## config.mk

```make
export PLATFORM = sky130hd
export DESIGN_NAME = tile_ram_arbiter
export DESIGN_NICKNAME = d
export VERILOG_FILES = /design/src/rtl/tile_ram_arb_pkg.sv /design/src/rtl/tile_ram_arb_wfifo.sv /design/src/rtl/tile_ram_arbiter.sv
export SDC_FILE = /design/constraint.sdc
export NUM_CORES = 1
export LEC_CHECK = 0
export BUFFER_PORTS_ARGS = -buffer_cell sky130_fd_sc_hd__buf_4
export CAP_MARGIN = 20
export CORE_MARGIN = 3
export CORE_UTILIZATION = 35
export DETAILED_ROUTE_END_ITERATION = 8
export GPL_TIMING_DRIVEN = 0
export PLACE_DENSITY = 0.54
export SYNTH_ARGS = -nofsm -noshare
export SYNTH_HDL_FRONTEND = slang
export SYNTH_SLANG_ARGS = --single-unit
```

## constraint.sdc

```tcl
create_clock -name clk -period 3.7 [get_ports clk]
set_clock_uncertainty 0.05 [all_clocks]
set_input_delay 0.37 -clock clk [delete_from_list [all_inputs] [get_ports clk]]
set_output_delay 0.37 -clock clk [all_outputs]
set_load 0.02 [all_outputs]
```

## src/rtl/tile_ram_arb_pkg.sv

```systemverilog
// Shared types for the tile RAM arbiter: FSM state encoding, default
// widths, the posted-write FIFO entry layout and a saturating increment.
package tile_ram_arb_pkg;

   localparam int ADDR_W_DEF      = 16;
   localparam int DATA_W_DEF      = 16;
   localparam int WFIFO_DEPTH_DEF = 4;
   localparam int STALL_W         = 16;

   typedef enum logic [1:0] {
      IDLE     = 2'd0,
      RD_ISSUE = 2'd1,
      RD_WAIT  = 2'd2
   } arb_state_e;

   // One buffered CPU write, address in the upper field.
   typedef struct packed {
      logic [ADDR_W_DEF-1:0] addr;
      logic [DATA_W_DEF-1:0] data;
   } wfifo_entry_t;

   // Counter increment that sticks at all-ones instead of wrapping.
   function automatic logic [STALL_W-1:0] sat_inc(input logic [STALL_W-1:0] v);
      return (&v) ? v : v + 1'b1;
   endfunction

endpackage

```

## src/rtl/tile_ram_arb_wfifo.sv

```systemverilog
// Posted-write FIFO for the tile RAM arbiter. Pointers carry one extra wrap
// bit so full and empty are distinguishable without a count. The head entry
// is presented combinationally so a pop can drive the RAM in the same cycle.
module tile_ram_arb_wfifo #(
   parameter int WIDTH = 32,
   parameter int DEPTH = 4
) (
   input  logic             clk,
   input  logic             reset,
   input  logic             i_push,
   input  logic [WIDTH-1:0] i_push_data,
   input  logic             i_pop,
   output logic [WIDTH-1:0] o_head,
   output logic             o_full,
   output logic             o_empty
);

   localparam int AW = $clog2(DEPTH);

   logic [AW:0]      r_wr_ptr;
   logic [AW:0]      r_rd_ptr;
   logic [WIDTH-1:0] r_mem [DEPTH];
   logic             w_push_ok;
   logic             w_pop_ok;

   assign w_push_ok = i_push & ~o_full;
   assign w_pop_ok  = i_pop & ~o_empty;

   assign o_empty = (r_wr_ptr == r_rd_ptr);
   assign o_full  = (r_wr_ptr[AW] != r_rd_ptr[AW]) &&
                    (r_wr_ptr[AW-1:0] == r_rd_ptr[AW-1:0]);
   assign o_head  = r_mem[r_rd_ptr[AW-1:0]];

   // Storage write; contents need no reset because the pointers gate them.
   always_ff @(posedge clk) begin
      if (w_push_ok) begin
         r_mem[r_wr_ptr[AW-1:0]] <= i_push_data;
      end
   end

   // Pointer advance; reset empties the FIFO and discards buffered writes.
   always_ff @(posedge clk or negedge reset) begin
      if (!reset) begin
         r_wr_ptr <= '0;
         r_rd_ptr <= '0;
      end else begin
         if (w_push_ok) r_wr_ptr <= r_wr_ptr + 1'b1;
         if (w_pop_ok)  r_rd_ptr <= r_rd_ptr + 1'b1;
      end
   end

endmodule

```

## src/rtl/tile_ram_arbiter.sv

```systemverilog
// Tile RAM arbiter: the renderer owns the single-port RAM whenever vid_busy
// is high; CPU writes are posted into a small FIFO and drained into idle
// cycles, CPU reads wait for the FIFO to empty and then take three cycles.
// Optional stall counter enabled by defining TILE_RAM_ARB_STATS_EN.
module tile_ram_arbiter
   import tile_ram_arb_pkg::*;
#(
   parameter int ADDR_W      = ADDR_W_DEF,
   parameter int DATA_W      = DATA_W_DEF,
   parameter int WFIFO_DEPTH = WFIFO_DEPTH_DEF
) (
   input  logic              clk,
   input  logic              reset,
   input  logic              vid_busy,
   input  logic [ADDR_W-1:0] vid_addr,
   output logic [ADDR_W-1:0] ram_addr,
   output logic [DATA_W-1:0] ram_din,
   output logic              ram_we,
   input  logic [DATA_W-1:0] ram_dout,
   input  logic              cpu_req,
   input  logic              cpu_we,
   input  logic [ADDR_W-1:0] cpu_addr,
   input  logic [DATA_W-1:0] cpu_wdata,
   output logic              cpu_gnt,
   output logic              cpu_rvalid,
   output logic [DATA_W-1:0] cpu_rdata
`ifdef TILE_RAM_ARB_STATS_EN
  ,output logic [STALL_W-1:0] stall_cnt
`endif
);

   arb_state_e               r_state;
   arb_state_e               w_state_next;
   logic [ADDR_W-1:0]        r_rd_addr;
   logic [DATA_W-1:0]        r_rdata;
   logic                     r_rvalid;

   logic                     w_full;
   logic                     w_empty;
   logic                     w_gnt;
   logic                     w_push;
   logic                     w_pop;
   logic                     w_rd_accept;
   logic                     w_issue;
   logic [ADDR_W+DATA_W-1:0] w_head;

   // Grant is gated by reset so nothing is accepted while reset is held.
   // Full/empty are the pre-pop values, so a full FIFO refuses a write even
   // in the cycle it drains an entry.
   assign w_gnt       = reset & cpu_req & (r_state == IDLE) &
                        (cpu_we ? ~w_full : w_empty);
   assign w_push      = w_gnt & cpu_we;
   assign w_rd_accept = w_gnt & ~cpu_we;
   assign w_pop       = ~vid_busy & ~w_empty & (r_state == IDLE);
   assign w_issue     = ~vid_busy & (r_state == RD_ISSUE);

   assign cpu_gnt    = w_gnt;
   assign cpu_rvalid = r_rvalid;
   assign cpu_rdata  = r_rdata;

   tile_ram_arb_wfifo #(
      .WIDTH (ADDR_W + DATA_W),
      .DEPTH (WFIFO_DEPTH)
   ) u_wfifo (
      .clk         (clk),
      .reset       (reset),
      .i_push      (w_push),
      .i_push_data ({cpu_addr, cpu_wdata}),
      .i_pop       (w_pop),
      .o_head      (w_head),
      .o_full      (w_full),
      .o_empty     (w_empty)
   );

   // RAM port mux: renderer first, then a write drain, then a read issue.
   always_comb begin
      ram_addr = '0;
      ram_din  = '0;
      ram_we   = 1'b0;
      if (vid_busy) begin
         ram_addr = vid_addr;
      end else if (w_pop) begin
         {ram_addr, ram_din} = w_head;
         ram_we              = 1'b1;
      end else if (w_issue) begin
         ram_addr = r_rd_addr;
      end
   end

   // Read sequencing; RD_WAIT never waits on the renderer because the data
   // was already addressed in the previous cycle.
   always_comb begin
      w_state_next = r_state;
      case (r_state)
         IDLE:     if (w_rd_accept) w_state_next = RD_ISSUE;
         RD_ISSUE: if (!vid_busy)   w_state_next = RD_WAIT;
         RD_WAIT:                   w_state_next = IDLE;
         default:                   w_state_next = IDLE;
      endcase
   end

   // State, read address latch and read-return registers.
   always_ff @(posedge clk or negedge reset) begin
      if (!reset) begin
         r_state   <= IDLE;
         r_rd_addr <= '0;
         r_rdata   <= '0;
         r_rvalid  <= 1'b0;
      end else begin
         r_state  <= w_state_next;
         r_rvalid <= (r_state == RD_WAIT);
         if (w_rd_accept) begin
            r_rd_addr <= cpu_addr;
         end
         if (r_state == RD_WAIT) begin
            r_rdata <= ram_dout;
         end
      end
   end

`ifdef TILE_RAM_ARB_STATS_EN
   logic [STALL_W-1:0] r_stall_cnt;
   logic               w_stall;

   // CPU has work the renderer is holding off: pending writes or a read issue.
   assign w_stall   = vid_busy & (((r_state == IDLE) & ~w_empty) | (r_state == RD_ISSUE));
   assign stall_cnt = r_stall_cnt;

   // Saturating stall counter, cleared only by reset.
   always_ff @(posedge clk or negedge reset) begin
      if (!reset) begin
         r_stall_cnt <= '0;
      end else if (w_stall) begin
         r_stall_cnt <= sat_inc(r_stall_cnt);
      end
   end
`else
   // Statistics disabled: no stall counter is built.
`endif

endmodule

```

==> impl_metrics.toml, run 1 <==
[run_status]
outcome = "finished, final reports clean"

[worst_setup_path]
endpoint_kind = "primary output"
critPathKind = "reg -> out"
worstPathArrival_ns = 2.68
critical_path.max_fanout = 10
startpoint_type = "register"
reg2reg_slack_ns = 1.37
critPathRequiredTime_ns = 3.28

[finish]
area_growth_pct = 28.4
drive_above_1_share = 0.433
final_nets = 576
fin_util = 0.462
fillers = 1665
antennaDiodeCount = 0

[timing]
timing.fmax_mhz = 323
rsz0062_at_grt = "false"
setup_violations = 0
tns_ns = 0
final.setup.worst_slack_ns = 0.600
maxSlewViolCount = 0
fin_crit_ns = 3.10
slew_headroom = 0.413
finalCritPeriodShare = 0.838
finalHoldViolations = 0
worst_pin_slew_ns = 0.877

[yosys]
synthCells = 358
synth_area_per_cell_um2 = 18.9
netlist-cell-type-count = 32
async_flop_share = 0.243
yosys.cell_count.top_type = "edfxtp_1"
synth_area_leaders = "edfxtp_1 (57%), dfrtp_1 (15%), mux4_2 (11%), mux2_2 (2.8%), nand2_1 (2.1%)"
ys_warn_count = 0
ys.flop_type = "edfxtp_1"
syn_nets = 432
yosysTopAreaCell = "edfxtp_1"
synth-edff-count = 128
synth_top_area_share = 0.568
synth.cells.most_frequent = "edfxtp_1 (128), dfrtp_1 (41), nand2_1 (37), mux4_2 (32), and2_1 (19)"
synth_area_um2 = 6770
seq_area_frac_synth = 0.719
ys_ff_latch = 169

[route]
detail-route-antenna-nets = 0
avgRoutedWirePerCell_um = 18.6
routed_wl_mm = 14.4
drt-initial-drc-count = 216
via_per_inst = 4.78
dr.pass1.iters = 4
vias = 3703
drcViolationCount = 0

[global_routing]
grt.overflow.total = 0
grt_antenna_before_repair = 0
grt_pass1_vias = 4022
grt_start_max_net_pins = 44
grt_pass1_wl_mm = 22.5
grt_usage = 0.141

[place]
port_buffers = 118
dp_slack_ns = 0.739
dpl.hpwl_mm = 9.54
finalWeightedCongestion = 0.712

[clock_network]
cts_tree = "done"
clock_latency_ns = 0.42
cts-root-buf = "clkbuf_16"
clock-sinks = 169
cts_buffers = 17
cts_buffer_depth = 2
cts_resized = 0
clkTransAtPathRegs_ns = 0.06
htree_num_levels = 4

[floorplan]
start_util = 0.360
floorplan.die.width_um = 145
die_h_um = 145
core_um2 = 18800
io_pins = 120
rows = 50
die_area_um2 = 21000

[power_and_ir_drop]
p_leak_nw = 3.35
ir_drop_mv = 0.386
power_w = 0.00640
p_per_area_nw_per_um2 = 737

[hold_path]
hold_class = "in -> reg"

[flow_run]
cap_violations = 0
## worst paths after layout
kind	startpoint	endpoint	cells after the start
max	u_wfifo.r_rd_ptr[0]$_DFFE_PN0P_	ram_din[9]	6
min	cpu_wdata[8]	u_wfifo.r_mem[1][8]$_DFFE_PP_	1
max reg2reg	r_state[0]$_DFFE_PN0P_	u_wfifo.r_mem[3][29]$_DFFE_PP_	5
min reg2reg	r_rd_addr[8]$_DFFE_PN0P_	r_rd_addr[8]$_DFFE_PN0P_	1
max in group asynchronous	reset	u_wfifo.r_rd_ptr[1]$_DFFE_PN0P_	2
min in group asynchronous	reset	cpu_rdata[10]$_DFFE_PN0P_	2
## layout by cell type (no fill, tap or decap), drive strengths merged, types with 2 or more instances in the layout
cell type	count
a31oi	2
nand2	37
clkinv	6
nor3b	2
clkinvlp	6
buf	134
nand3	3
inv	3
clkbuf	26
mux2	33
ha	5
or3	2
mux4	32
edfxtp	128
a22oi	16
and2	19
xor2	4
dfrtp	41
xnor2	5
## area by class of cell
class                   count  area [µm²]  share of cell area
repair buffers            125        1040               0.120
flip-flops and latches    169        4870               0.560
multi-input cells         169        1820               0.209
clock inverters            14         108              0.0124
plain buffers              18        93.8              0.0108
well taps                 260         325              0.0374
clock buffers              18         429              0.0494
inverters                   2        7.51            0.000864
## sequential cells by signal (all words and copies together), names as in the netlist
name	count
cpu_rvalid	1
u_wfifo.r_rd_ptr	3
u_wfifo.r_wr_ptr	3
u_wfifo.r_mem	128
r_rd_addr	16
r_state	2
cpu_rdata	16
## power by group
| group | switching (W) | leakage (nW) | internal [W] |
|---|---|---|---|
| clock network | 0.000702 | 0.242 | 0.000912 |
| registers | 0.000156 | 1.68 | 0.00234 |
| logic | 0.00118 | 1.43 | 0.00111 |
| total | 0.00204 | 3.35 | 0.00436 |
## metrics by stage
step,area [µm²],instances,hold WS [ns]
6_report,8690,775,0.0953
3_3_place_gp,7980,736,0.356
3_5_place_dp,8150,742,0.368
4_1_cts,8690,775,0.0731
5_1_grt,8690,775,0.0782
2_1_floorplan,6770,358,0.0244
## layer usage
layer / wire, µm / global-route usage
met3: 693 / 0.0403
met1: 6350 / 0.180
met5: 0 / 0
met4: 141 / 0.0442
met2: 7220 / 0.233
## what timing repair did
item	in CTS	in global routing
buffers inserted	0	0
hold buffers	1	0
endpoints found under the hold margin	41	0
## critical path, stage by stage, from the launching register on
cell      delay [ns]
dfrtp_1         0.38
buf_4           0.19
xnor2_4         0.17
a31oi_1         0.73
clkbuf_1        0.43
and2_1          0.21
buf_4           0.14
## cell families (layout without fill, tap and decap cells)
kind of cell             Yosys count  in the layout  share of synthesized area
buffers and inverters             20            177                     0.0150
AO/OA/AOI/OAI                     22             22                     0.0238
XOR/XNOR                           9              9                     0.0172
flip-flops                       169            169                      0.719
AND/OR/NAND/NOR                   68             68                     0.0492
multiplexers                      65             65                      0.166
adder cells (fa/ha/maj)            5              5                    0.00924
No activity file was read; power rests on OpenSTA's default activity.
==> inputs of run 2 (changes only) <==
- clock period: 3.7 -> 3.1 ns (I/O delays scaled with it)
==> impl_metrics.toml, run 2 (synthesized netlist as in run 1, its figures left out) <==
[run_status]
outcome = "finished, final reports clean"

[power_and_ir_drop]
power_w = 0.00765
p_per_area_nw_per_um2 = 879
ir_drop_mv = 0.464
p_leak_nw = 3.35

[finish]
instances_no_fill = 775
final_nets = 576
finish.instance_area_um2 = 8700
drive_above_1_share = 0.435
layout_common_cells = "edfxtp_1 (128), buf_4 (120), dfrtp_1 (41), nand2_1 (37), mux4_2 (32)"
area_growth_pct = 28.5
largest_reg_flops = 128
antennaDiodeCount = 0
fillers = 1664
final_common_cell = "edfxtp_1"

[clock_network]
htree_num_levels = 4
cts_buffer_depth = 2
clock-sinks = 169
clock_latency_ns = 0.42
clkTransAtPathRegs_ns = 0.06
post-cts-setup-buffers = 0
cts-root-buf = "clkbuf_16"
cts_tree = "done"
cts_buffers = 17

[worst_setup_path]
critPathKind = "in -> reg"
critical_path.max_fanout = 43
critPathRequiredTime_ns = 3.18
startpoint_type = "input port"
worstPathArrival_ns = 2.91
endpoint_kind = "register"

[timing]
finalCritPeriodShare = 0.915
timing.fmax_mhz = 353
finalHoldViolations = 0
worst_pin_slew_ns = 0.769
final.setup.worst_slack_ns = 0.264
tns_ns = 0
fin_crit_ns = 2.84
maxSlewViolCount = 0
setup_violations = 0
rsz0062_at_grt = "false"
slew_headroom = 0.487

[floorplan]
die_h_um = 145
floorplan.die.width_um = 145
io_pins = 120
core_um2 = 18800
die_area_um2 = 21000
start_util = 0.360
rows = 50

[place]
dp_slack_ns = 0.259
finalWeightedCongestion = 0.712
dp.cells = 742
placed_area_um2 = 8150
dpl.hpwl_mm = 9.54
port_buffers = 118

[route]
avgRoutedWirePerCell_um = 18.6
routed_wl_mm = 14.4
via_per_inst = 4.76
vias = 3688
dr.pass1.iters = 4
detail-route-antenna-nets = 0
drcViolationCount = 0
drt-initial-drc-count = 221

[global_routing]
grt_pass1_vias = 4028
grt_start_max_net_pins = 44
grt.overflow.total = 0
grt_pass1_wl_mm = 22.5
grt_antenna_before_repair = 0
grt_usage = 0.141

[hold_path]
hold_class = "in -> reg"

[flow_run]
cap_violations = 0
run 2: path summary, 6_finish.rpt:
path	to	slack (ns)	depth (start not counted)	start
worst max-delay path	u_wfifo.r_mem[3][29]$_DFFE_PP_	0.26	7	reset
worst min-delay path	u_wfifo.r_mem[1][8]$_DFFE_PP_	0.03	1	cpu_wdata[8]
worst max register to register	u_wfifo.r_mem[3][29]$_DFFE_PP_	0.76	5	r_state[0]$_DFFE_PN0P_
worst min register to register	r_rd_addr[8]$_DFFE_PN0P_	0.45	1	r_rd_addr[8]$_DFFE_PN0P_
max in group asynchronous	u_wfifo.r_rd_ptr[1]$_DFFE_PN0P_	2.22	2	reset
min in group asynchronous	cpu_rdata[10]$_DFFE_PN0P_	0.38	2	reset
run 2: power by group:
group	switching, W	total (W)	internal [W]
Sequential	0.000186	0.00298	0.00279
Clock	0.000836	0.00192	0.00109
Combinational	0.00142	0.00274	0.00133
run 2: final cells by class:
type / instances / area [µm²] / area share
sequential: 169 / 4870 / 0.560
multi-input combinational: 169 / 1820 / 0.210
timing repair buffer: 125 / 1040 / 0.120
clock buffer: 18 / 429 / 0.0493
tap: 260 / 325 / 0.0374
clock inverter: 14 / 108 / 0.0124
buffer: 18 / 93.8 / 0.0108
inverter: 2 / 7.51 / 0.000863
run 2: metrics by stage:
| stage | utilization | hold WS [ns] |
|---|---|---|
| finish | 0.462 | 0.0344 |
| global route | 0.462 | 0.0182 |
| CTS | 0.462 | 0.0131 |
| detailed placement | 0.433 | 0.308 |
| global placement | 0.424 | 0.296 |
| floorplan | - | -0.0356 |
run 2: per-layer routing:
layer / global-route usage / wire (µm)
met4: 0.0442 / 153
met2: 0.234 / 7200
met1: 0.180 / 6330
met5: 0 / 0
met3: 0.0403 / 696
run 2: what timing repair did:
action                                  CTS  global route
hold endpoints to repair                 41             0
hold buffers                              1             0
endpoints found under the setup margin   13             0
resized for setup                         1             0
run 2: critical path, stage by stage:
cell	delay [ns]
dlygate4sd3_1	0.52
buf_4	0.49
nor4bb_1	0.41
nand3_1	0.28
a31oi_4	0.50
buf_16	0.21
buf_16	0.16
==> inputs of run 3 (changes only) <==
- BUFFER_PORTS_ARGS: -buffer_cell sky130_fd_sc_hd__buf_4 -> -buffer_cell sky130_fd_sc_hd__buf_2
- CTS_BUF_LIST: unset -> sky130_fd_sc_hd__clkbuf_4
==> impl_metrics.toml, run 3 (synthesized netlist as in run 1, its figures left out) <==
[power_and_ir_drop]
p_leak_nw = 3.40
power_w = 0.00703
p_per_area_nw_per_um2 = 810
ir_drop_mv = 0.332

[worst_setup_path]
reg2reg_slack_ns = 0.74
critical_path.max_fanout = 10
endpoint_kind = "primary output"
critPathRequiredTime_ns = 2.74
worstPathArrival_ns = 2.54
critPathKind = "reg -> out"
startpoint_type = "register"

[timing]
maxSlewViolCount = 0
timing.fmax_mhz = 345
finalHoldViolations = 0
slew_headroom = 0.470
fin_crit_ns = 2.90
finalCritPeriodShare = 0.935
final.setup.worst_slack_ns = 0.200
rsz0062_at_grt = "false"
worst_pin_slew_ns = 0.795
fin_hold_ws_ns = 0.152
setup_violations = 0

[place]
dp_slack_ns = -0.0526
dpl.hpwl_mm = 9.09
port_buffers = 118
finalWeightedCongestion = 0.692
placed_area_um2 = 7800

[flow_run]
cap_violations = 0

[route]
dr.pass1.iters = 4
drcViolationCount = 0
drt-initial-drc-count = 219
detail-route-antenna-nets = 0
vias = 3898
routed_wl_mm = 14.4
via_per_inst = 4.73
avgRoutedWirePerCell_um = 17.4

[global_routing]
grt_start_max_net_pins = 44
grt.overflow.total = 0
grt_pass1_vias = 4209
grt_usage = 0.140
grt_antenna_before_repair = 2
grt_pass1_wl_mm = 22.5

[finish]
final_nets = 624
final_common_cell = "edfxtp_1"
drive_above_1_share = 0.409
largest_reg_flops = 128
finish.instance_area_um2 = 8680
area_growth_pct = 28.2
layout_common_cells = "edfxtp_1 (128), buf_2 (124), dlygate4sd3_1 (49), dfrtp_1 (41), nand2_1 (37)"

[floorplan]
rows = 50
start_util = 0.360
floorplan.die.width_um = 145
io_pins = 120
core_um2 = 18800
die_h_um = 145
die_area_um2 = 21000

[clock_network]
cts-root-buf = "clkbuf_4"
post-cts-setup-buffers = 0
cts_buffers = 17
cts_buffer_depth = 2
cts_tree = "done"
clock_latency_ns = 0.54
htree_num_levels = 4
clkTransAtPathRegs_ns = 0.13
clock-sinks = 169

[hold_path]
hold_class = "in -> async"

[run_status]
outcome = "finished, final reports clean"
-- run 3: cell count changes in the layout (fill, tap and decap cells not counted), sizes merged --
cell and change:
dlygate4sd3 +48, inv -1, clkinv -1, diode +1
clkinvlp -3, clkbuf +1, bufinv +4
-- run 3: power by group --
group	total (W)	switching [W]	internal, W
Sequential	0.00297	0.000180	0.00279
Clock	0.00147	0.000731	0.000734
Combinational	0.00260	0.00142	0.00117
Total	0.00703	0.00234	0.00469
-- run 3: through the flow --
| stage | instances | TNS, ns | utilization |
|---|---|---|---|
| after floorplan | 358 | 0 | - |
| after global placement | 736 | -152.79 | 0.408 |
| after detailed placement | 741 | -0.883 | 0.414 |
| after CTS | 822 | 0 | 0.459 |
| after global routing | 824 | 0 | 0.461 |
| final | 824 | 0 | 0.461 |
-- run 3: final timing paths --
path / depth (start not counted) / start / to
worst max-delay path: 5 / u_wfifo.r_rd_ptr[1]$_DFFE_PN0P_ / ram_din[14]
worst min-delay path: 2 / reset / r_rd_addr[13]$_DFFE_PN0P_
worst max register to register: 4 / r_state[1]$_DFFE_PN0P_ / u_wfifo.r_mem[3][23]$_DFFE_PP_
worst min register to register: 1 / r_rd_addr[7]$_DFFE_PN0P_ / r_rd_addr[7]$_DFFE_PN0P_
max in group asynchronous: 3 / reset / r_rd_addr[5]$_DFFE_PN0P_
min in group clk: 3 / cpu_we / u_wfifo.r_wr_ptr[0]$_DFFE_PN0P_
-- run 3: final cells by class --
type / instances / area, µm²
fill: 1697 / 10200
sequential: 169 / 4870
multi-input combinational: 169 / 1840
timing repair buffer: 173 / 1200
tap: 260 / 325
clock inverter: 13 / 203
clock buffer: 19 / 143
buffer: 18 / 95.1
inverter: 2 / 7.51
antenna: 1 / 2.50
-- run 3: per-layer routing --
| layer | global-route usage | vias up | wire (µm) | share of wire |
|---|---|---|---|---|
| li1 | - | 1784 | - | - |
| met1 | 0.169 | 1998 | 6080 | 0.42 |
| met2 | 0.244 | 99 | 7400 | 0.52 |
| met3 | 0.0437 | 15 | 701 | 0.049 |
| met4 | 0.0399 | 2 | 149 | 0.010 |
| met5 | 0 | - | 13 | 0.00091 |
-- run 3: timing repair --
| action | in CTS | in global routing |
|---|---|---|
| hold buffers | 49 | 0 |
| gates cloned | 0 | 0 |
| resized for setup | 2 | 2 |
| endpoints found under the hold margin | 201 | 0 |
| pin swaps | 0 | 0 |
| setup endpoints to repair | 30 | 29 |
-- run 3: critical path, cell delays in order, from the launching register on --
cell and delay, ns:
dfrtp_1 0.36, buf_2 0.27, clkbuf_1 0.64, mux4_2 0.40, and2_1 0.17, buf_2 0.15
